**config.mk**
```make
export PLATFORM = sky130hd
export DESIGN_NAME = seq_chunk_adder_flat
export DESIGN_NICKNAME = d
export VERILOG_FILES = /design/src/rtl/seq_chunk_adder_if.sv /design/src/rtl/seq_chunk_adder.sv /design/src/flat_wrapper.sv
export SDC_FILE = /design/constraint.sdc
export NUM_CORES = 1
export LEC_CHECK = 0
export CAP_MARGIN = 20
export CORE_AREA = 5 5 76 78
export CTS_CLUSTER_DIAMETER = 40
export DETAILED_ROUTE_END_ITERATION = 10
export DIE_AREA = 0 0 81 83
export PLACE_DENSITY_LB_ADDON = 0.3
export SLEW_MARGIN = 20
export SYNTH_ARGS = -nofsm -noshare
export SYNTH_HDL_FRONTEND = slang
export SYNTH_SLANG_ARGS = --single-unit
```
**constraint.sdc**
```tcl
create_clock -name clk -period 3.9 [get_ports clk]
set_clock_uncertainty 0.1 [all_clocks]
set_input_delay 0.585 -clock clk [delete_from_list [all_inputs] [get_ports clk]]
set_output_delay 0.585 -clock clk [all_outputs]
set_load 0.01 [all_outputs]
```
**src/rtl/seq_chunk_adder_if.sv**
```systemverilog
// Handshake bundle for seq_chunk_adder: operand side (in_*) and result side (out_*).
// The op field exists only when SEQ_CHUNK_ADDER_SUB_EN is defined.
interface seq_chunk_adder_if #(
  parameter int W = 16
);
  logic         in_valid;
  logic         in_ready;
  logic [W-1:0] a;
  logic [W-1:0] b;
  logic         ci;
`ifdef SEQ_CHUNK_ADDER_SUB_EN
  logic         op;
`endif
  logic         out_valid;
  logic         out_ready;
  logic [W-1:0] s;
  logic         co;

`ifdef SEQ_CHUNK_ADDER_SUB_EN
  modport master (output in_valid, a, b, ci, op, out_ready,
                  input  in_ready, out_valid, s, co);
  modport slave  (input  in_valid, a, b, ci, op, out_ready,
                  output in_ready, out_valid, s, co);
`else
  modport master (output in_valid, a, b, ci, out_ready,
                  input  in_ready, out_valid, s, co);
  modport slave  (input  in_valid, a, b, ci, out_ready,
                  output in_ready, out_valid, s, co);
`endif
endinterface

```
**src/rtl/seq_chunk_adder.sv**
```systemverilog
// Multi-cycle adder: sums two W-bit operands K bits per clock with a registered carry.
// Define SEQ_CHUNK_ADDER_SUB_EN to add the op input (1 = a - b - ci).
module seq_chunk_adder #(
  parameter int W = 16,
  parameter int K = 4
) (
  input logic             clk,
  input logic             rst_n,
  seq_chunk_adder_if.slave bus
);

  localparam int NCH = W / K;
  localparam int IW  = (NCH > 1) ? $clog2(NCH) : 1;

  typedef enum logic [1:0] {IDLE, RUN, DONE} state_t;

  state_t        state;
  state_t        state_next;
  logic [IW-1:0] idx;
  logic [W-1:0]  a_r;
  logic [W-1:0]  b_r;
  logic [W-1:0]  s_r;
  logic          op_r;
  logic          carry;
  logic          co_r;

  logic          op_in;
  logic          in_ready_c;
  logic          out_valid_c;
  logic          accept;
  logic          last;
  logic [K-1:0]  a_ch;
  logic [K-1:0]  b_ch;
  logic [K:0]    sum_ch;

`ifdef SEQ_CHUNK_ADDER_SUB_EN
  assign op_in = bus.op;
`else
  assign op_in = 1'b0;
`endif

  assign bus.in_ready  = in_ready_c;
  assign bus.out_valid = out_valid_c;
  assign bus.s         = s_r;
  assign bus.co        = co_r;

  always_ff @(posedge clk) begin
    if (!rst_n) state <= IDLE;
    else        state <= state_next;
  end

  always_comb begin
    state_next  = state;
    in_ready_c  = 1'b0;
    out_valid_c = 1'b0;
    accept      = 1'b0;
    case (state)
      IDLE: begin
        in_ready_c = 1'b1;
        if (bus.in_valid) begin
          accept     = 1'b1;
          state_next = RUN;
        end
      end
      RUN: begin
        if (last) state_next = DONE;
      end
      DONE: begin
        out_valid_c = 1'b1;
        if (bus.out_ready) state_next = IDLE;
      end
      default: state_next = IDLE;
    endcase
  end

  // Subtraction reuses the adder: invert b per chunk and invert the incoming carry.
  always_comb begin
    a_ch   = a_r[int'(idx) * K +: K];
    b_ch   = op_r ? ~b_r[int'(idx) * K +: K] : b_r[int'(idx) * K +: K];
    sum_ch = {1'b0, a_ch} + {1'b0, b_ch} + {{K{1'b0}}, carry};
    last   = (idx == IW'(NCH - 1));
  end

  always_ff @(posedge clk) begin
    if (!rst_n) begin
      idx   <= '0;
      a_r   <= '0;
      b_r   <= '0;
      s_r   <= '0;
      op_r  <= 1'b0;
      carry <= 1'b0;
      co_r  <= 1'b0;
    end else begin
      if (accept) begin
        a_r   <= bus.a;
        b_r   <= bus.b;
        op_r  <= op_in;
        carry <= op_in ? ~bus.ci : bus.ci;
        idx   <= '0;
      end else if (state == RUN) begin
        s_r[int'(idx) * K +: K] <= sum_ch[K-1:0];
        carry <= sum_ch[K];
        idx   <= idx + 1'b1;
        if (last) co_r <= sum_ch[K];
      end
    end
  end

endmodule

```
**src/flat_wrapper.sv**
```systemverilog
// flat-port wrapper written by rule: the top's interface ports become plain ports
module seq_chunk_adder_flat 
#(
  parameter int W = 16,
  parameter int K = 4
)
  (clk, rst_n, bus_in_valid, bus_a, bus_b, bus_ci, bus_out_ready, bus_in_ready, bus_out_valid, bus_s, bus_co);
  seq_chunk_adder_if #(.W(W)) bus_i ();
  input logic clk;
  input logic rst_n;
  input wire logic [$bits(bus_i.in_valid)-1:0] bus_in_valid;
  input wire logic [$bits(bus_i.a)-1:0] bus_a;
  input wire logic [$bits(bus_i.b)-1:0] bus_b;
  input wire logic [$bits(bus_i.ci)-1:0] bus_ci;
  input wire logic [$bits(bus_i.out_ready)-1:0] bus_out_ready;
  output wire logic [$bits(bus_i.in_ready)-1:0] bus_in_ready;
  output wire logic [$bits(bus_i.out_valid)-1:0] bus_out_valid;
  output wire logic [$bits(bus_i.s)-1:0] bus_s;
  output wire logic [$bits(bus_i.co)-1:0] bus_co;
  assign bus_i.in_valid = bus_in_valid;
  assign bus_i.a = bus_a;
  assign bus_i.b = bus_b;
  assign bus_i.ci = bus_ci;
  assign bus_i.out_ready = bus_out_ready;
  assign bus_in_ready = bus_i.in_ready;
  assign bus_out_valid = bus_i.out_valid;
  assign bus_s = bus_i.s;
  assign bus_co = bus_i.co;
  seq_chunk_adder #(.W(W), .K(K)) u_core (.clk(clk), .rst_n(rst_n), .bus(bus_i));
endmodule
```
==> results of run 1 <==
==> worst max-delay path by stage <==
| stage | cells after the start | endpoint | startpoint |
|---|---|---|---|
| floorplan | 8 | u_core.carry | u_core.idx[0] |
| global placement | 8 | u_core.carry | u_core.idx[0] |
| finish | 7 | u_core.carry | u_core.idx[1] |
| global route | 7 | u_core.bus.s[2] | u_core.idx[0] |
| CTS | 7 | u_core.bus.s[2] | u_core.idx[0] |
| detailed placement | 8 | u_core.carry | u_core.idx[0] |
==> routing by layer <==
metal  GRT usage (%)  vias to the layer above
met1            19.6                      911
met2            28.2                       43
met5               0                        -
met3            4.00                        6
li1                -                     1000
met4            4.30                        0
==> worst max-delay path: stages (launching register included) <==
cell,delay (ns)
dfxtp_1,0.45
mux4_2,0.54
fa_1,0.43
fa_1,0.42
a21o_1,0.19
a21oi_1,0.21
and2_1,0.16
o21ai_1,0.06
==> placed cells by master (no fill, tap or decap), types with 2 or more instances in the layout <==
cell type / instances
nand2_1: 74
clkdlybuf4s50_1: 55
dfxtp_1: 54
a21oi_1: 35
nor2_1: 21
a22oi_1: 13
ha_1: 9
mux4_2: 8
clkbuf_8: 6
nor4_4: 4
a32oi_1: 4
buf_4: 3
inv_1: 2
and2b_1: 2
and2_1: 2
fa_1: 2
==> flip-flops by register name, summed over array words and instances, names as in the netlist <==
name and count:
u_core.state 2, u_core.bus.s 16, u_core.b_r 16, u_core.a_r 16, u_core.idx 2, u_core.carry 1, u_core.bus.co 1
==> where the power goes <==
part	total, µW	leakage (µW)	internal (µW)	switching, µW
Combinational	172	0.000653	83.7	88.4
Sequential	590	0.000441	575	14.5
Clock	323	0.0000482	144	180
Total	1080	0.00114	802	283
==> layout make-up <==
cell class,count,share of cell area [%]
Sequential cell,54,34.9
Tap cell,70,2.83
Inverter,4,0.485
Clock inverter,1,0.162
Timing Repair Buffer,59,19.0
Multi-Input combinational cell,189,39.8
Clock buffer,7,2.79
==> kinds of logic after synthesis <==
| family | count (synthesis) | synth area share, % |
|---|---|---|
| and+or+nand+nor | 109 | 21.2 |
| AOI/OAI and AO/OA | 60 | 15.5 |
| DFF | 54 | 44.5 |
| buffers and inverters | 19 | 4.69 |
| adders and majority gates | 11 | 6.29 |
| muxes | 8 | 7.42 |
| xor gates and xnor gates | 1 | 0.361 |
==> through the flow <==
stage          util, %  area (µm²)  std cells  hold slack [ns]  power (µW)
2_1_floorplan        -        2430        262            0.333         708
3_3_place_gp      59.7        2990        375            0.344         768
3_5_place_dp      59.7        2990        375            0.347         772
4_1_cts           61.5        3080        383            0.359        1090
5_1_grt           61.8        3100        384            0.377        1130
6_report          61.8        3100        384            0.358        1080
==> results_dict.tcl, run 1 <==
set metrics [dict create \
    core-area_um2 5010 \
    drtIter0Drc 116 \
    die_h_um 83 \
    routed_via_density 5.10 \
    holdPathEnd "u_core.b_r[2]" \
    cp.arrival_ns 2.76 \
    cts_setup_buffers 0 \
    period_share_pct 67.8 \
    grt_start_max_net_pins 35 \
    p_per_area_nw_per_um2 350 \
    multi_input_area_um2 1230 \
    cts_tree "yes" \
    reg2reg_setup_slack_ns 1.26 \
    drive_above_1_share_pct 9.24 \
    wl_met1_um 2290 \
    ys_seq_area_share_pct 44.5 \
    setup_violations 0 \
    area_delta_synth_final_pct 27.5 \
    vias 1960 \
    wire_per_inst_um 13.8 \
    fillers 461 \
    clk_path_buf_depth 2 \
    reg2reg_from "u_core.idx[1]" \
    synth.avg_cell_area_um2 9.26 \
    ir_worst_vdd_mv 0.253 \
    async_flop_share_pct 0 \
    max_freq_mhz 378 \
    grt_pass1_vias 1950 \
    cts.clk_slew.worst_paths_ns 0.10 \
    slew_viol_final 0 \
    syn-cell-area_um2 2430 \
    cts_root_buffer "clkbuf_8" \
    criticalPathCategory "reg -> reg" \
    grt_pass1_wl_um 8760 \
    firstDrtPassIters 4 \
    synth_top_area_share_pct 44.5 \
    hold_viol 0 \
    fin_nets 361 \
    start_util_pct 48.5 \
    insertion_delay_ns 0.31 \
    layout.area.seq_um2 1080 \
    synthDistinctLibCells 34 \
    rr_endpoint "u_core.carry" \
    num_rows 26 \
    yosys.area.top_type "dfxtp_1" \
    n_antenna_cell 0 \
    post_cts_resized 0 \
    synth_edf_count 0 \
    leakage_uw 0.00114 \
    clock-sinks 54 \
    gp_congestion 0.825 \
    crit_required_ns 4.02 \
    pre_cts_slack_ns 1.23 \
    fin_tns_setup_ns 0 \
    ys_ff_latch 54 \
    final.setup.worst_slack_ns 1.26 \
    grt.total_usage_pct 16.2 \
    highest_layer "met4" \
    dieArea_um2 6720 \
    drc_errors 0 \
    hold_path.startpoint "u_core.b_r[2]" \
    synth_nets 310 \
    wl_met2_um 2670 \
    hp-class "reg -> reg" \
    period_needed_ns 2.64 \
    ctsHoldBuffers 0 \
    slew-limit-headroom_pct 60.3 \
    syn_inst 262 \
    whs_path_depth 2 \
    status "finished, final reports clean" \
    synth_commonest_cells "nand2_1 (74), dfxtp_1 (54), a21oi_1 (35)" \
    synthFlopType "dfxtp_1" \
    path_max_fanout 5 \
    hpwl_um 3860 \
    cp-start-kind "flop" \
    grt_remaining_overflow 0 \
    htreeDepth 2 \
    end_kind "flop" \
    yosys_warnings 0 \
    io_buffers 55 \
    die_x_um 81 \
    ant_nets 0 \
    rr_worst_depth 7 \
    synth_area_leaders "dfxtp_1 (45%), nand2_1 (11%), mux4_2 (7.4%)" \
    worst_pin_slew_ns 0.592 \
    rsz0062_at_grt "false" \
    yosysMostFrequentCell "nand2_1" \
    cts_inserted_buffers 5 \
    wl_um 5290 \
    wl_met3_um 253 \
    grt_antenna_before_repair 0 \
    io_pins 56 \
    maxCapViolCount 0 \
]
Note: power is estimated with default switching activity, not from simulation.
==> run 2, diff against run 1 <==
CORE_AREA = 5 5 80 82   (was 5 5 76 78)
DIE_AREA = 0 0 85 87   (was 0 0 81 83)
clock period = 2.2 ns   (was 3.9 ns; I/O delays follow)
==> run 2 against run 1 <==
The flow now finishes with violations (negative setup slack); sequential power is 78% higher; power increased by 87%; global-route usage is 0.92 points lower; critical path type unchanged; highest routed layer unchanged.
==> results_dict.tcl, run 2 (same netlist as run 1, synthesis figures left out) <==
set metrics [dict create \
    area_delta_synth_final_pct 34.9 \
    die_x_um 85 \
    cts_tree "yes" \
    start_util_pct 42.8 \
    crit_family "adder cells" \
    cp-start-kind "flop" \
    ctsHoldBuffers 0 \
    grt.total_usage_pct 15.3 \
    worst-path-buf-inv 0 \
    io_pins 56 \
    path_common_cell "fa_2" \
    reg2reg_setup_slack_ns -0.21 \
    clk_path_buf_depth 2 \
    max_freq_mhz 415 \
    crit_chain "mux4_2 -> fa_2 -> fa_2 -> a21o_1 -> a21oi_2 -> and2_1 -> o21ai_2" \
    cpMaxStageDelayCell "mux4_2" \
    rsz0062_at_grt "true" \
    io_buffers 55 \
    core-area_um2 5680 \
    cts_inserted_buffers 5 \
    criticalPathCategory "reg -> reg" \
    hold_path.startpoint "u_core.a_r[4]" \
    dieArea_um2 7400 \
    leakage_uw 0.00120 \
    die_h_um 87 \
    fin_nets 370 \
    pre_cts_slack_ns -0.216 \
    reg2reg_from "u_core.idx[0]" \
    crit_required_ns 2.30 \
    vias 1980 \
    hpwl_um 4020 \
    num_rows 28 \
    mostFrequentLayoutCells "nand2_1 (74), clkdlybuf4s50_1 (55), dfxtp_1 (52)" \
    period_needed_ns 2.41 \
    cp.arrival_ns 2.51 \
    cts.clk_slew.worst_paths_ns 0.09 \
    drc_errors 0 \
    maxCapViolCount 0 \
    grt_pass1_vias 1996 \
    ir_worst_vdd_mv 0.344 \
    cts_root_buffer "clkbuf_8" \
    status "finished with violations" \
    drtIter0Drc 77 \
    violations "negative setup slack" \
    htreeDepth 2 \
    n_antenna_cell 0 \
    drive_above_1_share_pct 17.0 \
    clock-sinks 54 \
    slew-limit-headroom_pct 60.5 \
    slowest_delay_ns 0.52 \
    final.setup.worst_slack_ns -0.209 \
    final_common_cell "nand2_1" \
    p_per_area_nw_per_um2 621 \
    total_power_uw 2030 \
    slew_viol_final 0 \
    setup_violations 14 \
    hp-class "reg -> reg" \
    wl_um 5410 \
    insertion_delay_ns 0.31 \
    grt_pass1_wl_um 9090 \
    end_kind "flop" \
    ant_nets 0 \
    setup.worst_path.start "u_core.idx[0]" \
    gp_congestion 0.879 \
    worst_pin_slew_ns 0.591 \
    grt_start_max_net_pins 35 \
    grt_antenna_before_repair 0 \
    grt_remaining_overflow 0 \
    wire_per_inst_um 13.6 \
    routed_via_density 4.97 \
    firstDrtPassIters 4 \
    hold_viol 0 \
    path_max_fanout 4 \
    period_share_pct 109 \
]
run 2: cell type report:
cell class	instances	area, µm²
Sequential cell	54	1090
Clock buffer	7	76.3
Multi-Input combinational cell	189	1320
Inverter	4	15.0
Fill cell	527	2400
Clock inverter	1	30.0
Timing Repair Buffer	68	652
Tap cell	75	93.8
run 2: per-layer routing:
metal	global-route usage, %	vias up	wire (µm)
met2	27.5	38	2780
met5	0	-	0
li1	-	1014	-
met1	18.3	921	2280
met3	2.46	7	258
met4	6.04	0	89
run 2: what timing repair did:
action / CTS / global route
setup buffers: 0 / 1
resized for setup: 10 / 6
setup endpoints to repair: 14 / 14
pin swaps: 3 / 5
run 2: worst paths after layout:
path	cells after the start	to
setup / recovery	7	u_core.carry
hold / removal	2	u_core.a_r[4]
setup reg to reg	7	u_core.carry
hold reg to reg	2	u_core.a_r[4]
run 2: stage by stage:
step           instance area (µm²)  instances  TNS, ns  hold slack, ns  util [%]
2_1_floorplan                 2450        262    -2.13           0.333         -
3_3_place_gp                  3080        389    -1.16           0.342      54.2
3_5_place_dp                  3080        389    -1.93           0.346      54.2
4_1_cts                       3230        397    -2.12           0.359      56.9
5_1_grt                       3270        398    -2.91           0.375      57.7
6_report                      3270        398    -1.70           0.356      57.7
run 2: where the power goes:
part,total [µW],internal [µW],switching (µW)
sequential,1050,1020,26.4
clock,643,341,303
combinational,345,174,171
run 2: worst register-to-register path: stages (launching register included):
cell and delay (ns):
dfxtp_4 0.38, mux4_2 0.52, fa_2 0.38, fa_2 0.36, a21o_1 0.17, a21oi_2 0.15, and2_1 0.18, o21ai_2 0.06
